**src/rtl/fp_stream_pkg.sv**
```systemverilog
// Shared definitions for the stb/ack floating-point operand stream:
// issuer state encodings, default data width and the handshake helper.
package fp_stream_pkg;

  localparam int unsigned DEFAULT_DATA_W = 32;

  localparam logic [1:0] ST_IDLE   = 2'd0;
  localparam logic [1:0] ST_SEND   = 2'd1;
  localparam logic [1:0] ST_WAIT_Z = 2'd2;

  // A word moves on any edge where the strobe and its ack are both high.
  function automatic logic xfer(input logic stb, input logic ack);
    return stb & ack;
  endfunction

endpackage

```
**src/rtl/stb_watchdog.sv**
```systemverilog
// Saturating progress counter; flags expiry once TIMEOUT_CYCLES enabled
// cycles pass without a restart.
module stb_watchdog #(
  parameter int unsigned TIMEOUT_CYCLES = 1024
) (
  input  logic clk,
  input  logic rst_n,
  input  logic restart,
  input  logic enable,
  output logic expired
);

  localparam int unsigned CW = $clog2(TIMEOUT_CYCLES + 1);
  localparam logic [CW-1:0] LIMIT = CW'(TIMEOUT_CYCLES);

  logic [CW-1:0] cnt_q, cnt_d;

  always_comb begin
    cnt_d = cnt_q;
    if (restart) begin
      cnt_d = '0;
    end else if (enable && (cnt_q != LIMIT)) begin
      cnt_d = cnt_q + CW'(1);
    end
  end

  always_ff @(posedge clk or negedge rst_n) begin
    if (!rst_n) begin
      cnt_q <= '0;
    end else begin
      cnt_q <= cnt_d;
    end
  end

  // Only meaningful while counting; a paused counter never aborts.
  assign expired = enable && (cnt_q == LIMIT);

endmodule

```
**src/rtl/fp_op_issuer.sv**
```systemverilog
// Issues operand pairs to a stb/ack FP unit, collects the result into a
// one-deep slot for the consumer and aborts stalled transfers.
module fp_op_issuer
  import fp_stream_pkg::*;
#(
  parameter int unsigned DATA_W         = DEFAULT_DATA_W,
  parameter int unsigned TIMEOUT_CYCLES = 1024,
  parameter int unsigned CNT_W          = 16
) (
  input  logic              clk,
  input  logic              rst_n,
  input  logic [DATA_W-1:0] in_a,
  input  logic [DATA_W-1:0] in_b,
  input  logic              in_valid,
  output logic              in_ready,
  output logic [DATA_W-1:0] input_a,
  output logic [DATA_W-1:0] input_b,
  output logic              input_a_stb,
  output logic              input_b_stb,
  input  logic              input_a_ack,
  input  logic              input_b_ack,
  input  logic [DATA_W-1:0] output_z,
  input  logic              output_z_stb,
  output logic              output_z_ack,
  output logic [DATA_W-1:0] res_data,
  output logic              res_valid,
  input  logic              res_ready,
  input  logic              err_clr,
  output logic              err_timeout,
  output logic [CNT_W-1:0]  op_count
);

  logic [1:0]        state_q, state_d;
  logic [DATA_W-1:0] input_a_q, input_a_d;
  logic [DATA_W-1:0] input_b_q, input_b_d;
  logic              a_stb_q, a_stb_d;
  logic              b_stb_q, b_stb_d;
  logic [DATA_W-1:0] res_data_q, res_data_d;
  logic              res_valid_q, res_valid_d;
  logic              err_q, err_d;
  logic [CNT_W-1:0]  op_count_q, op_count_d;

  logic a_x, b_x, z_x;
  logic err_set;
  logic wd_restart, wd_enable, wd_expired;

  assign in_ready     = (state_q == ST_IDLE);
  assign output_z_ack = (state_q == ST_WAIT_Z) && !res_valid_q;

  assign a_x = xfer(a_stb_q, input_a_ack);
  assign b_x = xfer(b_stb_q, input_b_ack);
  assign z_x = xfer(output_z_stb, output_z_ack);

  always_comb begin
    state_d     = state_q;
    input_a_d   = input_a_q;
    input_b_d   = input_b_q;
    a_stb_d     = a_stb_q;
    b_stb_d     = b_stb_q;
    res_data_d  = res_data_q;
    res_valid_d = res_valid_q;
    op_count_d  = op_count_q;
    err_set     = 1'b0;

    // Drain and capture never coincide: capture requires an empty slot.
    if (res_valid_q && res_ready) begin
      res_valid_d = 1'b0;
    end

    case (state_q)
      ST_IDLE: begin
        if (in_valid) begin
          input_a_d = in_a;
          input_b_d = in_b;
          a_stb_d   = 1'b1;
          b_stb_d   = 1'b1;
          state_d   = ST_SEND;
        end
      end
      ST_SEND: begin
        if (a_x) a_stb_d = 1'b0;
        if (b_x) b_stb_d = 1'b0;
        if (!a_stb_d && !b_stb_d) begin
          state_d = ST_WAIT_Z;
        end else if (wd_expired && !a_x && !b_x) begin
          a_stb_d = 1'b0;
          b_stb_d = 1'b0;
          state_d = ST_IDLE;
          err_set = 1'b1;
        end
      end
      ST_WAIT_Z: begin
        if (z_x) begin
          res_data_d  = output_z;
          res_valid_d = 1'b1;
          op_count_d  = op_count_q + CNT_W'(1);
          state_d     = ST_IDLE;
        end else if (wd_expired) begin
          state_d = ST_IDLE;
          err_set = 1'b1;
        end
      end
      default: begin
        a_stb_d = 1'b0;
        b_stb_d = 1'b0;
        state_d = ST_IDLE;
      end
    endcase

    // A fresh timeout outranks a simultaneous clear.
    err_d = err_set || (err_q && !err_clr);
  end

  assign wd_restart = (state_d != state_q) || a_x || b_x || z_x;
  assign wd_enable  = (state_q == ST_SEND) || ((state_q == ST_WAIT_Z) && !res_valid_q);

  stb_watchdog #(
    .TIMEOUT_CYCLES(TIMEOUT_CYCLES)
  ) u_watchdog (
    .clk    (clk),
    .rst_n  (rst_n),
    .restart(wd_restart),
    .enable (wd_enable),
    .expired(wd_expired)
  );

  always_ff @(posedge clk or negedge rst_n) begin
    if (!rst_n) begin
      state_q     <= ST_IDLE;
      input_a_q   <= '0;
      input_b_q   <= '0;
      a_stb_q     <= 1'b0;
      b_stb_q     <= 1'b0;
      res_data_q  <= '0;
      res_valid_q <= 1'b0;
      err_q       <= 1'b0;
      op_count_q  <= '0;
    end else begin
      state_q     <= state_d;
      input_a_q   <= input_a_d;
      input_b_q   <= input_b_d;
      a_stb_q     <= a_stb_d;
      b_stb_q     <= b_stb_d;
      res_data_q  <= res_data_d;
      res_valid_q <= res_valid_d;
      err_q       <= err_d;
      op_count_q  <= op_count_d;
    end
  end

  assign input_a     = input_a_q;
  assign input_b     = input_b_q;
  assign input_a_stb = a_stb_q;
  assign input_b_stb = b_stb_q;
  assign res_data    = res_data_q;
  assign res_valid   = res_valid_q;
  assign err_timeout = err_q;
  assign op_count    = op_count_q;

endmodule
```
**config.mk**
```make
export PLATFORM = sky130hd
export DESIGN_NAME = fp_op_issuer
export DESIGN_NICKNAME = d
export VERILOG_FILES = /design/src/rtl/fp_stream_pkg.sv /design/src/rtl/stb_watchdog.sv /design/src/rtl/fp_op_issuer.sv
export SDC_FILE = /design/constraint.sdc
export NUM_CORES = 1
export LEC_CHECK = 0
export CAP_MARGIN = 20
export CORE_ASPECT_RATIO = 0.8
export CORE_UTILIZATION = 45
export CTS_CLUSTER_DIAMETER = 60
export DETAILED_ROUTE_END_ITERATION = 6
export PLACE_DENSITY = 0.84
export SLEW_MARGIN = 20
export SYNTH_ARGS = -nofsm -noshare
export SYNTH_HDL_FRONTEND = slang
export SYNTH_SLANG_ARGS = --single-unit
```
**constraint.sdc**
```tcl
create_clock -name clk -period 5.8 [get_ports clk]
set_clock_uncertainty 0.15 [all_clocks]
set_input_delay 0.58 -clock clk [delete_from_list [all_inputs] [get_ports clk]]
set_output_delay 0.58 -clock clk [all_outputs]
set_load 0.02 [all_outputs]
```
==> out/metrics.cfg, run 1 <==
[sta]
finalSetupViolCount = 0
tightest_slew_ns = 0.834
hold_viol = 0
post-route-period-util_pct = 53.0
post-route-min-period_ns = 3.08
drv_slew = 0
rsz0062_at_grt = no
holdWs_ns = 0.113
finalSetupTns_ns = 0
clock.fmax_ghz = 0.325
relSlewSlack_pct = 44.4

[yosys]
yosys_warnings = 0
syn-num-nets = 560
yosys_register_bits = 129
seq_area_frac_synth_pct = 60.5
syn_inst = 449
synth_area_um2 = 5330
synth_edf_count = 0
ys_types = 37
syn_avg_cell_area_um2 = 11.9
ys.flop_type = dfrtp_1
async_reset_ff_share_pct = 100

[floorplan]
die_w_um = 124
floorplan.initialDensity_pct = 46.3
fp.dieH_um = 99.4
dieArea_um2 = 12300
coreArea_um2 = 11500
pin_count = 222
fp-row-count = 35

[finish]
final_area_um2 = 8330
drive_gt1_share_pct = 15.2
antenna_cells = 0
stdcell_count = 838
final_nets = 788
syn2layout_area_growth_pct = 56.2
fill_cells = 802

[global_routing]
grt-ovfl-total = 0
grt_max_degree = 68
grt_pass1_wl_um = 22000
grt_pass1_vias = 4450
antenna_found_initial = 0
track_usage_pct = 23.5

[detailed_routing]
dr_wl_met2_um = 6730
wl_met1_um = 5410
vias_per_cell = 5.01
first_iter_violations = 178
drt-pass1-iter-count = 4
drc = 0
dr_wl_met3_um = 1250
wl_um = 13700
highest_layer = met4
postRouteAntennaNets = 0
via_count = 4201
wl_per_cell_um = 16.3

[cts]
clkSinkCount = 129
cts_max_path_buffers = 2
cts_resized = 0
clk_pin_slew_ns = 0.06
clock_latency_ns = 0.40
numCtsBuffers = 17
cts_tree = done
cts-htree-levels = 4
cts-root-buf = clkbuf_16
cts_hold_buf = 0
cts_setup_buffers = 0

[worst_setup_path]
worstSetupStartpoint = state_q[0]$_DFF_PN0_
crit_type = flop to output pin
worstPathMaxFanout = 6
cp-start-kind = flop
cp.arrival_ns = 2.35
slowest_stage = clkdlybuf4s50_1
cp.required_ns = 5.07
cp_top_family = buffers and inverters
worstSetupEndpoint = output_z_ack
path_depth = 5
cp_num_buf_inv = 3
rr_startpoint = state_q[0]$_DFF_PN0_
r2r_setup_slack_ns = 2.87
worstReg2RegEnd = u_watchdog.cnt_q[0]$_DFFE_PN0P_
critical_path.cell_chain = inv_1 > ha_1 > nand2b_1 > inv_1 > clkdlybuf4s50_1
cpPeakStageDelay_ns = 0.63
cp_common_cell = inv_1
reg2reg_depth = 7
endpoint_kind = output pin

[placement]
dp_hpwl_um = 9730
gp_congestion = 0.866
port_buffers = 221
dpl_cell_area_um2 = 7700
placedCellCount = 806

[pwr]
leakage_uw = 0.00365
p_per_area_nw_per_um2 = 554
vdd_drop_max_mv = 0.340

[outcome]
outcome = complete, no violations

[worst_hold_path]
hold_class = input pin to async pin

[run]
drv_cap = 0

-- sequential cells by signal, indices dropped and copies added (netlist names) --
name / count
input_a: 32
input_b: 32
res_data: 32
op_count: 16
u_watchdog.cnt_q: 11
state_q: 2
err_timeout: 1
input_a_stb: 1
input_b_stb: 1
res_valid: 1
-- report_power, final --
group          switching [µW]  internal [µW]  leakage, µW  total [µW]
logic                    1020           1010      0.00176        2020
registers                 208           1260      0.00160        1470
clock network             385            734     0.000297        1120
total                    1610           3000      0.00365        4610
-- synthesized netlist by cell type, drive strengths merged, types with 4 or more instances --
master / instances / share of area [%]
dfrtp: 129 / 61
nand2: 108 / 7.6
mux2: 64 / 14
nor2: 20 / 1.4
xnor2: 16 / 2.6
clkbuf: 15 / 1.1
inv: 12 / 0.84
xor2: 9 / 1.5
nand3: 8 / 0.75
o21ai: 8 / 0.75
ha: 7 / 1.6
nand4: 6 / 0.70
nand2b: 5 / 0.59
nor3: 5 / 0.47
a21oi: 4 / 0.38
and4: 4 / 0.66
-- layer usage --
metal  vias to the layer above  GRT usage [%]
li1                       1976              -
met1                      2027           27.5
met3                        25           9.17
met5                         -              0
met4                         0           8.62
met2                       173           39.1
-- logic make-up (layout without fill, tap and decap cells) --
family | count (synthesis) | after routing | share of synthesized area (%)
AOI/OAI and AO/OA | 30 | 30 | 4.39
xor gates and xnor gates | 25 | 25 | 4.11
adders and majority gates | 7 | 7 | 1.64
buffers and inverters | 28 | 269 | 2.11
DFF | 129 | 129 | 60.5
muxes | 65 | 65 | 13.7
and+or+nand+nor | 165 | 165 | 13.5
-- cells in the final DEF (no fill, tap or decap), drive strengths merged, types with 2 or more instances in the layout --
cell type      count
a2111oi            3
a21o               2
a21oi              4
and2               2
and4               4
buf                5
bufinv             4
clkbuf            20
clkdlybuf4s50    220
clkinv             4
clkinvlp           3
dfrtp            129
ha                 7
inv               13
mux2              64
nand2            108
nand2b             5
nand3              8
nand4              6
nor2              20
nor3               5
nor3b              2
o2111ai            3
o21a               3
o21ai              8
or4                2
xnor2             16
xor2               9
-- stage by stage --
step	utilization [%]	power, µW	setup slack, ns
CTS	72.3	4650	2.76
global route	72.3	4850	2.64
finish	72.3	4610	2.72
global placement	66.8	3430	2.67
detailed placement	66.9	3500	2.85
floorplan	-	2510	3.45
-- worst reg2reg max path, delay by kind of cell (launching register included) --
family	cells	cell delay, ns
compound gates	3	1.37
flops	1	0.43
fa+ha+maj	1	0.32
simple gates	2	0.31
buf+inv	1	0.20
-- final cells by class --
| cell class | count | area [µm²] | area share (%) |
|---|---|---|---|
| sequential | 129 | 3230 | 38.8 |
| timing repair buffer | 225 | 2240 | 26.9 |
| multi-input combinational | 292 | 2000 | 24.0 |
| clock buffer | 20 | 447 | 5.36 |
| tap | 148 | 185 | 2.22 |
| clock inverter | 12 | 183 | 2.19 |
| inverter | 12 | 45.0 | 0.541 |
-- how the worst min path moves through the flow --
stage | start | end | slack [ns] | cells after the start
global placement | res_data[28]$_DFFE_PN0P_ | res_data[28]$_DFFE_PN0P_ | 0.31 | 2
detailed placement | op_count[15]$_DFFE_PN0P_ | op_count[15]$_DFFE_PN0P_ | 0.31 | 1
global route | rst_n | input_b[12]$_DFFE_PN0P_ | 0.20 | 1
floorplan | rst_n | err_timeout$_DFF_PN0_ | 0.13 | 0
CTS | rst_n | res_data[23]$_DFFE_PN0P_ | 0.15 | 1
finish | rst_n | res_data[23]$_DFFE_PN0P_ | 0.11 | 1
Power figures use the tool's default switching activity.
==> run 2, diff against run 1 <==
Settings changed: CORE_UTILIZATION 45 to 43, PLACE_DENSITY 0.84 to 0.8.
Clock period 5.8 ns to 3.2 ns, I/O delays scaled along.
==> run 2 against run 1 <==
Routed wire length grew 4.5%. Global-route usage is 0.34 points lower. Critical endpoint unchanged. First-iteration DRC count decreased by 12%. Worst setup slack got worse by 2.3 ns. Design area grew 0.56%. Utilization shrank 1.2 points. Register-to-register slack got worse by 2.4 ns. Highest routed layer unchanged.
==> out/metrics.cfg, run 2 (same netlist as run 1, synthesis figures left out) <==
[sta]
rsz0062_at_grt = no  ; unchanged
finalSetupTns_ns = 0  ; unchanged
tightest_slew_ns = 0.713  ; was 0.834 ns
post-route-period-util_pct = 88.0
drv_slew = 0  ; unchanged
holdWs_ns = 0.291  ; was 0.113 ns
post-route-min-period_ns = 2.81
hold_viol = 0  ; unchanged
clock.fmax_ghz = 0.355
relSlewSlack_pct = 51.8  ; was 44.4%
finalSetupViolCount = 0  ; unchanged

[worst_setup_path]
crit_type = flop to output pin  ; unchanged
worstPathMaxFanout = 6  ; unchanged
cp.arrival_ns = 2.34  ; was 2.35 ns
cp-start-kind = flop  ; unchanged
cp.required_ns = 2.73  ; was 5.07 ns
endpoint_kind = output pin  ; unchanged

[pwr]
p_per_area_nw_per_um2 = 1000  ; was 554 nW/µm²
seq_power_share_pct = 31.8  ; was 31.9%
leakage_uw = 0.00368  ; was 0.00365 µW
switching_share_pct = 35.1  ; was 34.9%
p_comb_share_pct = 43.9  ; about the same
internal_power_uw = 5460  ; was 3000 µW
clkPwrFrac_pct = 24.3  ; about the same
power_switching_uw = 2950  ; was 1610 µW
vdd_drop_max_mv = 0.563  ; was 0.340 mV

[finish]
final_nets = 792  ; was 788
layout_common_cells = clkdlybuf4s50_1 (220), dfrtp_1 (129), nand2_1 (107)  ; unchanged
stdcell_count = 841  ; was 838
final_common_cell = clkdlybuf4s50_1  ; unchanged
drive_gt1_share_pct = 15.6  ; was 15.2%
fill_cells = 789  ; was 802
syn2layout_area_growth_pct = 57.1  ; was 56.2%
antenna_cells = 0  ; unchanged

[cts]
clk_pin_slew_ns = 0.06  ; about the same
clkSinkCount = 129  ; unchanged
clock_latency_ns = 0.41  ; was 0.40 ns
cts_setup_buffers = 0  ; unchanged
cts_tree = done  ; unchanged
cts-htree-levels = 4  ; unchanged
cts_max_path_buffers = 2  ; unchanged
numCtsBuffers = 17  ; unchanged
cts-root-buf = clkbuf_16  ; unchanged

[placement]
gp_congestion = 0.793  ; was 0.866
placedCellCount = 809  ; was 806
dp_hpwl_um = 10300  ; was 9730 µm
port_buffers = 221  ; unchanged

[floorplan]
floorplan.initialDensity_pct = 45.3  ; was 46.3%
die_w_um = 127  ; was 124 µm
fp-row-count = 35  ; unchanged
dieArea_um2 = 12900  ; was 12300 µm²
coreArea_um2 = 11800  ; was 11500 µm²
pin_count = 222  ; unchanged
fp.dieH_um = 102  ; was 99.4 µm

[detailed_routing]
via_count = 4271  ; was 4201
first_iter_violations = 157  ; was 178
drc = 0  ; unchanged
wl_per_cell_um = 17.0  ; was 16.3 µm
postRouteAntennaNets = 0  ; unchanged
wl_um = 14300  ; was 13700 µm
vias_per_cell = 5.08  ; was 5.01
drt-pass1-iter-count = 4  ; unchanged

[global_routing]
antenna_found_initial = 0  ; unchanged
grt_max_degree = 55  ; was 68
grt_pass1_vias = 4441  ; was 4450
track_usage_pct = 23.2  ; was 23.5%
grt_pass1_wl_um = 22800  ; was 22000 µm
grt-ovfl-total = 0  ; unchanged

[run]
drv_cap = 0  ; unchanged

[outcome]
outcome = complete, no violations  ; unchanged

[worst_hold_path]
hold_class = input pin to flop  ; was input pin to async pin

-- run 2: power groups by stage --
stage,Sequential (µW),Combinational [µW],Clock [µW]
floorplan,3430,1120,0
global placement,2650,3620,0
detailed placement,2690,3690,0
CTS,2680,3720,2090
global route,2770,3910,2160
finish,2680,3690,2040
-- run 2: layout make-up --
class / count / area, µm² / share of cell area (%)
Clock buffer: 18 / 439 / 5.24
Tap cell: 148 / 185 / 2.21
Inverter: 12 / 45.0 / 0.538
Timing Repair Buffer: 229 / 2300 / 27.4
Clock inverter: 13 / 186 / 2.23
Multi-Input combinational cell: 292 / 1990 / 23.8
Sequential cell: 129 / 3230 / 38.5
-- run 2: final timing paths --
check / start / slack (ns) / to / depth (start not counted)
max: state_q[0]$_DFF_PN0_ / 0.39 / output_z_ack / 5
min: output_z[17] / 0.29 / res_data[17]$_DFFE_PN0P_ / 3
max reg2reg: state_q[0]$_DFF_PN0_ / 0.52 / u_watchdog.cnt_q[5]$_DFFE_PN0P_ / 8
min reg2reg: res_data[29]$_DFFE_PN0P_ / 0.32 / res_data[29]$_DFFE_PN0P_ / 2
max in group asynchronous: rst_n / 1.70 / u_watchdog.cnt_q[0]$_DFFE_PN0P_ / 3
min in group asynchronous: rst_n / 0.33 / input_b[6]$_DFFE_PN0P_ / 2
-- run 2: stage by stage --
step	setup WS, ns	power (µW)	area [µm²]	utilization, %
floorplan	0.852	4550	5330	-
global placement	0.665	6270	7740	65.7
detailed placement	0.603	6390	7740	65.7
CTS	0.392	8480	8380	71.1
global route	0.312	8830	8380	71.1
finish	0.385	8410	8380	71.1
-- run 2: routing by layer --
layer	vias up	routed length, µm	part of all wire, %	GRT usage, %
met5	-	0	0	0
met4	0	153	1.1	7.60
met3	14	1240	8.7	8.45
met2	188	7210	51	39.7
met1	2097	5670	40	27.4
li1	1972	-	-	-
-- run 2: critical path: stages, from the launching register on --
cell and delay (ns):
dfrtp_1 0.43, inv_1 0.21, ha_1 0.29, nand2b_1 0.19, inv_1 0.18, clkdlybuf4s50_1 0.64
-- run 2: what timing repair did --
action                                 in CTS  in global routing
endpoints found under the hold margin      43                  0
hold buffers                                1                  0
gates resized for setup                     0                  0
==> run 3, diff against run 2 <==
--- a/constraint.sdc
+++ b/constraint.sdc
@@ -4,2 +4,2 @@
 set_output_delay 0.32 -clock clk [all_outputs]
-set_load 0.02 [all_outputs]
+set_load 0.1 [all_outputs]
==> run 3 against run 2 <==
Critical path depth increased by 1. First-iteration DRC count increased by 6.4%. Routed wire length decreased by 3.5%. Flip-flop and latch count unchanged. Critical path type is now flop to flop.
==> out/metrics.cfg, run 3 (same netlist as run 1, synthesis figures left out) <==
[worst_setup_path]
cp-start-kind = flop  ; unchanged
worstSetupEndpoint = u_watchdog.cnt_q[8]$_DFFE_PN0P_  ; was output_z_ack
worstPathMaxFanout = 11  ; was 6
r2r_setup_slack_ns = 0.50  ; was 0.52 ns
worstSetupStartpoint = u_watchdog.cnt_q[4]$_DFFE_PN0P_  ; was state_q[0]$_DFF_PN0_
rr_startpoint = u_watchdog.cnt_q[4]$_DFFE_PN0P_  ; was state_q[0]$_DFF_PN0_
worstReg2RegEnd = u_watchdog.cnt_q[8]$_DFFE_PN0P_  ; was u_watchdog.cnt_q[5]$_DFFE_PN0P_
endpoint_kind = flop  ; was output pin
crit_type = flop to flop  ; was flop to output pin
cp.arrival_ns = 2.84  ; was 2.34 ns
cp.required_ns = 3.33  ; was 2.73 ns
reg2reg_depth = 6  ; was 8

[cts]
clkSinkCount = 129  ; unchanged
cts_setup_buffers = 0  ; unchanged
cts_resized = 0  ; unchanged
clock_latency_ns = 0.40  ; was 0.41 ns
cts_tree = done  ; unchanged
cts-htree-levels = 4  ; unchanged
numCtsBuffers = 17  ; unchanged
cts_max_path_buffers = 2  ; unchanged
clk_pin_slew_ns = 0.06  ; about the same
cts-root-buf = clkbuf_16  ; unchanged

[finish]
final_common_cell = clkdlybuf4s50_1  ; unchanged
layout_common_cells = clkdlybuf4s50_1 (168), dfrtp_1 (129), nand2_1 (107)  ; was clkdlybuf4s50_1 (220), dfrtp_1 (129), nand2_1 (107)
final_nets = 791  ; was 792
drive_gt1_share_pct = 22.8  ; was 15.6%
antenna_cells = 0  ; unchanged
syn2layout_area_growth_pct = 53.7  ; was 57.1%

[detailed_routing]
via_count = 4242  ; was 4271
drt-pass1-iter-count = 4  ; unchanged
wl_um = 13800  ; was 14300 µm
vias_per_cell = 5.04  ; was 5.08
first_iter_violations = 167  ; was 157
wl_per_cell_um = 16.4  ; was 17.0 µm
postRouteAntennaNets = 0  ; unchanged
drc = 0  ; unchanged

[sta]
relSlewSlack_pct = 32.1  ; was 51.8%
finalSetupTns_ns = 0  ; unchanged
clock.fmax_ghz = 0.370  ; was 0.355 GHz
hold_viol = 0  ; unchanged
drv_slew = 0  ; unchanged
tightest_slew_ns = 1.02  ; was 0.713 ns
rsz0062_at_grt = no  ; unchanged
finalSetupViolCount = 0  ; unchanged
post-route-period-util_pct = 84.4  ; was 88.0%
post-route-min-period_ns = 2.70  ; was 2.81 ns

[outcome]
outcome = complete, no violations  ; unchanged

[global_routing]
track_usage_pct = 22.5  ; was 23.2%
grt_max_degree = 69  ; was 55
grt-ovfl-total = 0  ; unchanged
antenna_found_initial = 0  ; unchanged
grt_pass1_vias = 4399  ; was 4441
grt_pass1_wl_um = 22300  ; was 22800 µm

[placement]
port_buffers = 221  ; unchanged
dp_hpwl_um = 10100  ; was 10300 µm
gp_congestion = 0.815  ; was 0.793

[floorplan]
die_w_um = 127  ; unchanged
floorplan.initialDensity_pct = 45.3  ; unchanged
fp-row-count = 35  ; unchanged
pin_count = 222  ; unchanged
coreArea_um2 = 11800  ; unchanged
dieArea_um2 = 12900  ; unchanged
fp.dieH_um = 102  ; unchanged

[run]
drv_cap = 0  ; unchanged

[worst_hold_path]
hold_class = input pin to flop  ; unchanged

## run 3: cell count changes in the layout (fill, tap and decap cells not counted)
cell	change
bufinv_16	-2
clkdlybuf4s50_1	-52
buf_4	+51
clkinv_4	-1
clkbuf_8	+2
inv_6	-1
clkinv_2	+3
clkbuf_1	+2
clkinvlp_4	-2
## run 3: per-layer routing
layer | part of all wire, % | wire [µm] | vias to the layer above | track usage (%)
met5 | 0 | 0 | - | 0
met4 | 1.3 | 183 | 0 | 8.43
met3 | 8.0 | 1100 | 17 | 7.40
met2 | 50 | 6870 | 174 | 38.3
met1 | 41 | 5620 | 2073 | 26.9
li1 | - | - | 1978 | -
## run 3: how the worst min path moves through the flow
stage / slack (ns) / cells after the start / from / endpoint
6_report: 0.30 / 3 / output_z[0] / res_data[0]$_DFFE_PN0P_
3_3_place_gp: 0.29 / 1 / rst_n / input_b[3]$_DFFE_PN0P_
5_1_grt: 0.29 / 3 / output_z[22] / res_data[22]$_DFFE_PN0P_
4_1_cts: 0.28 / 3 / output_z[17] / res_data[17]$_DFFE_PN0P_
3_5_place_dp: 0.30 / 1 / rst_n / input_b[7]$_DFFE_PN0P_
2_1_floorplan: -0.13 / 0 / rst_n / err_timeout$_DFF_PN0_
## run 3: final cells by class
class	count	area [µm²]
inverter	12	45.0
clock buffer	22	474
multi-input combinational	292	1990
sequential	129	3230
tap	148	185
fill	853	3580
clock inverter	10	109
timing repair buffer	228	2160
## run 3: per-stage QoR
stage / std cells / utilization [%] / setup WS [ns] / hold WS (ns) / area [µm²]
global route: 841 / 69.6 / 0.344 / 0.294 / 8200
global placement: 808 / 64.5 / 0.659 / 0.290 / 7600
CTS: 841 / 69.6 / 0.516 / 0.277 / 8200
floorplan: 449 / - / 0.423 / -0.126 / 5330
detailed placement: 808 / 64.5 / 0.531 / 0.305 / 7600
finish: 841 / 69.6 / 0.498 / 0.296 / 8200
## run 3: repair_timing
action / 4_1_cts / 5_1_grt
hold endpoints to repair: 61 / 0
hold buffers: 1 / 0
endpoints found under the setup margin: 0 / 0
## run 3: critical path, cell delays in order (launching register included)
cell and delay [ns]:
dfrtp_1 0.41, or4_4 0.58, o41ai_1 0.74, o2111ai_1 0.24, o311ai_1 0.16, buf_4 0.24, nor2_1 0.06
Power of run 3 is not shown: default switching activity piles up to over one toggle a cycle in this logic, so the estimate is an artifact.
